### config.mk
export PLATFORM = sky130hd
export DESIGN_NAME = bin_to_bcd_serial_flat
export DESIGN_NICKNAME = d
export VERILOG_FILES = /design/src/rtl/bin_to_bcd_serial_if.sv /design/src/rtl/bin_to_bcd_serial.sv /design/src/flat_wrapper.sv
export SDC_FILE = /design/constraint.sdc
export NUM_CORES = 1
export LEC_CHECK = 0
export CAP_MARGIN = 20
export CORE_ASPECT_RATIO = 1.75
export CORE_MARGIN = 5
export CORE_UTILIZATION = 47
export DETAILED_ROUTE_END_ITERATION = 7
export HOLD_SLACK_MARGIN = 0.1
export PLACE_DENSITY = 0.84
export SLEW_MARGIN = 15
export SYNTH_ARGS = -nofsm -noshare
export SYNTH_HDL_FRONTEND = slang
export SYNTH_SLANG_ARGS = --single-unit
### constraint.sdc
create_clock -name clk -period 1.5 [get_ports clk]
set_clock_uncertainty 0.1 [all_clocks]
set_input_delay 0.3 -clock clk [delete_from_list [all_inputs] [get_ports clk]]
set_output_delay 0.3 -clock clk [all_outputs]
set_load 0.05 [all_outputs]
### src/rtl/bin_to_bcd_serial_if.sv
`default_nettype none
// ============================================================================
// Module      : bin_to_bcd_serial_if
// Description : Valid/ready handshake bundle between a binary producer, the
//               serial binary-to-BCD converter and the BCD consumer.
// Revision    : 1.0 - initial release
// ============================================================================
interface bin_to_bcd_serial_if #(
    parameter int W = 8,
    parameter int D = 3
);
    logic             in_valid;
    logic             in_ready;
    logic [W-1:0]     in_bin;
    logic             out_valid;
    logic             out_ready;
    logic [4*D-1:0]   out_bcd;

    // Converter side
    modport slave (
        input  in_valid,
        input  in_bin,
        input  out_ready,
        output in_ready,
        output out_valid,
        output out_bcd
    );

    // Producer / consumer side
    modport master (
        output in_valid,
        output in_bin,
        output out_ready,
        input  in_ready,
        input  out_valid,
        input  out_bcd
    );
endinterface
`default_nettype wire

### src/rtl/bin_to_bcd_serial.sv
`default_nettype none
// ============================================================================
// Module      : bin_to_bcd_serial
// Description : Sequential shift-and-add-3 binary-to-packed-BCD converter,
//               one bit per clock, valid/ready on input and output.
// Revision    : 1.0 - initial release
// ============================================================================
module bin_to_bcd_serial #(
    parameter int W = 8,
    parameter int D = 3
) (
    input  wire logic             clk,
    input  wire logic             rst,
    bin_to_bcd_serial_if.slave    bus
);
    localparam int c_cnt_w = $clog2(W + 1);

    localparam logic [1:0] c_idle  = 2'd0;
    localparam logic [1:0] c_shift = 2'd1;
    localparam logic [1:0] c_hold  = 2'd2;

    // Legal only when D digits can hold the largest W-bit value.
    function automatic bit cfg_ok();
        logic [319:0] p;
        logic [319:0] m;
        p = 320'd1;
        for (int i = 0; i < D; i++) p = p * 320'd10;
        m = (320'd1 << W) - 320'd1;
        return (W >= 1) && (D >= 1) && (p > m);
    endfunction

    generate
        if (!cfg_ok()) begin : g_cfg_check
            $fatal(1, "bin_to_bcd_serial: D digits cannot represent 2^W-1");
        end
    endgenerate

    logic [1:0]         state_q, state_d;
    logic [c_cnt_w-1:0] cnt_q,   cnt_d;
    logic [4*D-1:0]     bcd_q,   bcd_d;
    logic [W-1:0]       bin_q,   bin_d;
    logic [4*D-1:0]     w_bcd_adj;

    // Add-3 correction, every digit from its pre-shift value.
    generate
        for (genvar k = 0; k < D; k++) begin : g_digit
            assign w_bcd_adj[4*k +: 4] = (bcd_q[4*k +: 4] >= 4'd5)
                                       ? bcd_q[4*k +: 4] + 4'd3
                                       : bcd_q[4*k +: 4];
        end
    endgenerate

    always_comb begin
        state_d = state_q;
        cnt_d   = cnt_q;
        bcd_d   = bcd_q;
        bin_d   = bin_q;
        case (state_q)
            c_idle: begin
                if (bus.in_valid) begin
                    bin_d   = bus.in_bin;
                    bcd_d   = '0;
                    cnt_d   = c_cnt_w'(W);
                    state_d = c_shift;
                end
            end
            c_shift: begin
                {bcd_d, bin_d} = {w_bcd_adj, bin_q} << 1;
                cnt_d          = cnt_q - c_cnt_w'(1);
                if (cnt_q == c_cnt_w'(1)) state_d = c_hold;
            end
            c_hold: begin
                if (bus.out_ready) state_d = c_idle;
            end
            default: state_d = c_idle;
        endcase
    end

    always_ff @(posedge clk or posedge rst) begin
        if (rst) begin
            state_q <= c_idle;
            cnt_q   <= '0;
            bcd_q   <= '0;
            bin_q   <= '0;
        end else begin
            state_q <= state_d;
            cnt_q   <= cnt_d;
            bcd_q   <= bcd_d;
            bin_q   <= bin_d;
        end
    end

    assign bus.in_ready  = (state_q == c_idle);
    assign bus.out_valid = (state_q == c_hold);
    assign bus.out_bcd   = bcd_q;
endmodule
`default_nettype wire

### src/flat_wrapper.sv
// flat-port wrapper written by rule: the top's interface ports become plain ports
module bin_to_bcd_serial_flat 
#(
    parameter int W = 8,
    parameter int D = 3
)
  (clk, rst, bus_in_valid, bus_in_bin, bus_out_ready, bus_in_ready, bus_out_valid, bus_out_bcd);
  bin_to_bcd_serial_if #(.W(W), .D(D)) bus_i ();
  input  wire logic clk;
  input  wire logic rst;
  input wire logic [$bits(bus_i.in_valid)-1:0] bus_in_valid;
  input wire logic [$bits(bus_i.in_bin)-1:0] bus_in_bin;
  input wire logic [$bits(bus_i.out_ready)-1:0] bus_out_ready;
  output wire logic [$bits(bus_i.in_ready)-1:0] bus_in_ready;
  output wire logic [$bits(bus_i.out_valid)-1:0] bus_out_valid;
  output wire logic [$bits(bus_i.out_bcd)-1:0] bus_out_bcd;
  assign bus_i.in_valid = bus_in_valid;
  assign bus_i.in_bin = bus_in_bin;
  assign bus_i.out_ready = bus_out_ready;
  assign bus_in_ready = bus_i.in_ready;
  assign bus_out_valid = bus_i.out_valid;
  assign bus_out_bcd = bus_i.out_bcd;
  bin_to_bcd_serial #(.W(W), .D(D)) u_core (.clk(clk), .rst(rst), .bus(bus_i));
endmodule
== After elaboration in Yosys (flattened, before gate mapping) ==
Cells that the tools add are included.

* Logic and storage cells: 34
* Input port bits: 12
* Register bits after elaboration: 26

* Muxes and demuxes: 13
* Add/subtract/negate cells: 4
* Equality and inequality tests: 6
* Reduce and logical (&&, ||, !) cells: 4
* Magnitude comparators: 3

{| class="wikitable"
|+ Operator list
! operator !! number
|-
| $pmux W12 S2 || 1
|-
| $pmux W8 S2 || 1
|-
| $ge A4 B3 Y1 const B || 3
|-
| $mux W12 || 1
|-
| $mux W4 || 3
|-
| $add A4 B2 Y4 const B || 2
|-
| $mux W8 || 1
|-
| $pmux W4 S2 || 1
|-
| $mux W2 || 3
|-
| $pmux W2 S3 || 1
|-
| $eq A4 B1 Y1 const B || 1
|-
| $ne A2 B2 Y1 const B || 2
|-
| $sub A4 B1 Y4 const B || 1
|-
| $add A3 B2 Y3 const B || 1
|-
| $mux W3 || 1
|-
| $reduce_and A3 Y1 || 1
|-
| $eq A2 B1 Y1 const B || 1
|-
| $eq A2 B2 Y1 const B || 1
|-
| $logic_not A2 Y1 || 1
|-
| $ne A2 B1 Y1 const B || 1
|-
| $reduce_and A2 Y1 || 1
|-
| $reduce_bool A2 Y1 || 1
|}

== Longest topological paths before layout ==
* Depth in word-level cells: 3
* Gate-level depth with buffers: 6
* Gate-level depth less buffers: 5

== Worst setup path before layout ==
Ideal clock, no wire load.

* Kind: flip-flop to flip-flop
* Start: register u_core.bcd_q[4] (netlist: u_core.bus.out_bcd[4])
* End: register u_core.bcd_q[8] (netlist: u_core.bus.out_bcd[8])
* Setup slack: -0.342 ns
* Library setup time: 0.101 ns
* Buffers on the path: 0
* Arrival: 1.641 ns
* Cell stages (with the launch flop): 6
* Path through: dfrtp_1 > inv_1 > ha_1 > nor2b_1 > o21a_1 > o32ai_1

* Longest elaborated chain between the ends: 3
* Elaborated cells on any way between the ends: 4
* Those cells by class: add/sub (1); order compare (1); mux (2)

{| class="wikitable"
|+ RTL lines
! what !! RTL line !! source
|-
| start, declared || bin_to_bcd_serial.sv:40 || <nowiki>logic [4*D-1:0] bcd_q, bcd_d;</nowiki>
|-
| start signal, assigned || bin_to_bcd_serial.sv:83 || <nowiki>bcd_q <= '0;</nowiki>
|-
| start signal, assigned || bin_to_bcd_serial.sv:88 || <nowiki>bcd_q <= bcd_d;</nowiki>
|-
| $add A4 B2 Y4 / $ge A4 B3 Y1 (equally long branches) || bin_to_bcd_serial.sv:48, bin_to_bcd_serial.sv:47 ||
|-
| $mux W4 (*) || bin_to_bcd_serial.sv:48 || <nowiki>? bcd_q[4*k +: 4] + 4'd3</nowiki>
|-
| $pmux W12 S2 (*) || bin_to_bcd_serial.sv:58 || <nowiki>case (state_q)</nowiki>
|}

Every way passes the cells marked *; elsewhere a longest branch is shown, timed or not.
A chain may end at the register's enable or synchronous reset.

== Worst setup path after layout ==
* Start: register u_core.state_q[0]
* End: output bus_in_ready

* Longest elaborated chain between the ends: 1

{| class="wikitable"
|+ RTL lines
! what !! RTL line !! source
|-
| start, declared || bin_to_bcd_serial.sv:38 || <nowiki>logic [1:0] state_q, state_d;</nowiki>
|-
| start signal, assigned || bin_to_bcd_serial.sv:81 || <nowiki>state_q <= c_idle;</nowiki>
|-
| start signal, assigned || bin_to_bcd_serial.sv:86 || <nowiki>state_q <= state_d;</nowiki>
|-
| $logic_not A2 Y1 || bin_to_bcd_serial.sv:93 || <nowiki>assign bus.in_ready = (state_q == c_idle);</nowiki>
|-
| end, declared || flat_wrapper.sv:14 || <nowiki>output wire logic [$bits(bus_i.in_ready)-1:0] bus_in_ready;</nowiki>
|}

Every way passes these cells.

==> results_dict.tcl <==
set metrics [dict create \
    status "finished with violations" \
    violations "negative setup slack" \
    io_pins 26 \
    r2r_start "u_core.bus.out_bcd[0]" \
    dieWidth_um 52.2 \
    dp_hpwl_mm 2.78 \
    rows 26 \
    total_power_w 0.00552 \
    sw_frac_of_total_pct 43.6 \
    first_pass_iters 4 \
    hold_viol_final 0 \
    worstSetupEndpointType "primary output" \
    synth-async-reset-ratio_pct 100 \
    nFillCells 185 \
    grt_start_max_net_pins 27 \
    num_antenna_cells 0 \
    arrival_ns 1.12 \
    dp_slack_ns -0.162 \
    synthAdderAreaFrac_pct 6.83 \
    detail-route-antenna-nets 0 \
    fin_ws_ns -0.0177 \
    worst-slew-pin-transition_ns 0.343 \
    cpPeakStageDelay_ns 0.41 \
    synth_top_family_by_area "compound AO/OA/AOI/OAI gates" \
    synth_top_area_share_pct 44.4 \
    syn_inst 143 \
    cts_hold_buf 0 \
    syn_area_per_cell_um2 10.2 \
    grt_pass1_vias 1354 \
    yosysUniqueCellTypes 31 \
    worstPathMaxFanout 7 \
    start_kind "register" \
    max-cap-violations 0 \
    postLayoutCellArea_um2 2220 \
    setup_viol 2 \
    synth_ff_type "dfrtp_1" \
    clk_latency_ns 0.27 \
    synth_most_common_cell "dfrtp_1" \
    synth.area.top_cells "dfrtp_1 (44%), ha_1 (6.8%), inv_1 (4.1%)" \
    p_comb_share_pct 64.9 \
    required_ns 1.10 \
    initial_core_util_pct 49.5 \
    slew_headroom_pct 77.1 \
    drt_iter0_drc 31 \
    crit_chain "buf_4 -> nor2_4 -> buf_12" \
    synth-seq-cells 26 \
    p_leak_nw 0.946 \
    synthMuxAreaShare_pct 1.37 \
    peakVddDrop_mv 1.64 \
    grt.total_usage_pct 18.6 \
    synth-simple-area-share_pct 10.8 \
    num_vias 1292 \
    synth_commonest_cells "dfrtp_1 (26), inv_1 (16), nand2_1 (15)" \
    path_delay_family "flip-flops" \
    placed_area_um2 2020 \
    cts_max_level 1 \
    synth_compound_area_share_pct 27.2 \
    synth_area_um2 1470 \
    cts_buffer_depth 2 \
    yosysSeqAreaShare_pct 44.4 \
    fin_nets 206 \
    die_area_um2 4380 \
    routed_wl_mm 4.03 \
    vias_per_cell 5.69 \
    startpoint "u_core.state_q[0]" \
    antenna_found_initial 0 \
    portBuffers 25 \
    clock_sinks 26 \
    syn-num-nets 163 \
    fin_crit_ns 1.52 \
    rsz0062_at_grt "true" \
    wl_per_cell_um 17.7 \
    intPower_w 0.00311 \
    cts_tree "done" \
    slew_viol_final 0 \
    coreArea_um2 2960 \
    ff_latch_area_um2 661 \
    drive_gt1_share_pct 41.6 \
    min_path_type "in -> async" \
    synthToLayoutAreaGrowth_pct 51.5 \
    synth_edf_count 0 \
    cpMaxStageDelayCell "dfrtp_2" \
    clkTransAtPathRegs_ns 0.09 \
    pwr-share-clk_pct 10.5 \
    grt_pass1_wl_mm 6.30 \
    drc 0 \
    worst-path-buf-inv 2 \
    cts_buffers 3 \
    root_buffer "clkbuf_8" \
    p_switching_w 0.00240 \
    fmax_mhz 659 \
    gp_congestion 0.811 \
    p_per_area_nw_per_um2 2480 \
    yosysWarnings 0 \
    multi_input_area_um2 815 \
    pwr-share-seq_pct 24.6 \
    synth_top_area_cell "dfrtp_1" \
    overflow 0 \
    period_share_pct 101 \
    die_h_um 83.9 \
    synth_xor_xnor_area_share_pct 1.20 \
    criticalPathCategory "reg -> out" \
    final_core_util_pct 75.0 \
]
## worst register-to-register path, cell delays in order (launching register included)
cell     delay, ns
dfrtp_2       0.42
inv_2         0.07
ha_4          0.17
nor2b_4       0.13
o21a_2        0.24
o32ai_2       0.21
## layout by cell type, fill, tap and decap left out, types with 5 or more instances in the layout
master	synthesis	layout
buf_4	1	20
inv_1	16	10
nand2b_1	6	5
inv_2	0	6
buf_12	0	15
o21ai_0	11	7
dfrtp_1	26	18
ha_1	8	5
dfrtp_2	0	8
a22oi_1	7	7
nand2_1	15	15
clkdlybuf4s50_1	0	11
## sequential cells by signal, summed over array words and instances, names as in the netlist
name	count
u_core.bin_q	8
u_core.state_q	2
u_core.bus.out_bcd	12
u_core.cnt_q	4
## per-stage QoR
stage / setup TNS, ns / instances / hold slack, ns
floorplan: -0.151 / 143 / 0.240
global placement: -1.07 / 217 / 0.366
detailed placement: -1.99 / 217 / 0.385
CTS: -0.00455 / 225 / 0.286
global route: -0.121 / 227 / 0.303
finish: -0.0260 / 227 / 0.275
## final timing paths
check,endpoint,cells after the start,slack [ns]
min in group clk,u_core.bus.out_bcd[0],2,0.40
max in group asynchronous,u_core.bus.out_bcd[0],3,0.74
min,u_core.bus.out_bcd[7],3,0.27
min reg2reg,u_core.bus.out_bcd[0],2,0.40
max reg2reg,u_core.bus.out_bcd[4],5,0.06
max,bus_in_ready,3,-0.02
## area by class of cell
type / instances / area share, %
multi-input cells: 93 / 36.7
flip-flops and latches: 26 / 29.8
repair buffers: 46 / 25.3
inverters: 16 / 2.71
well taps: 42 / 2.37
clock buffers: 3 / 1.86
clock inverters: 1 / 1.35
## cells by family after synthesis
logic type | after synthesis
AOI/OAI and AO/OA | 49
and+or+nand+nor | 32
DFF | 26
buffers and inverters | 24
adders and majority gates | 8
xor gates and xnor gates | 2
muxes | 2
## layer usage
metal / vias up / GRT usage, % / share of wire, %
li1: 600 / - / -
met1: 645 / 20.4 / 36
met2: 40 / 34.8 / 59
met3: 7 / 1.61 / 3.3
met4: 0 / 7.44 / 1.8
met5: - / 0 / 0
## power by group through the flow
stage	Clock, W	Combinational, W	Sequential [W]
3_5_place_dp	0	0.00317	0.00140
5_1_grt	0.000620	0.00382	0.00139
6_report	0.000579	0.00358	0.00136
3_3_place_gp	0	0.00304	0.00138
2_1_floorplan	0	0.00155	0.00175
4_1_cts	0.000589	0.00335	0.00136
## repair_timing
| item | 4_1_cts | 5_1_grt |
|---|---|---|
| hold endpoints to repair | 0 | 0 |
| endpoints found under the setup margin | 5 | 20 |
| pin swaps | 2 | 1 |
| gates resized for setup | 7 | 16 |
| buffers inserted | 4 | 2 |
No activity file was read; power rests on OpenSTA's default activity.
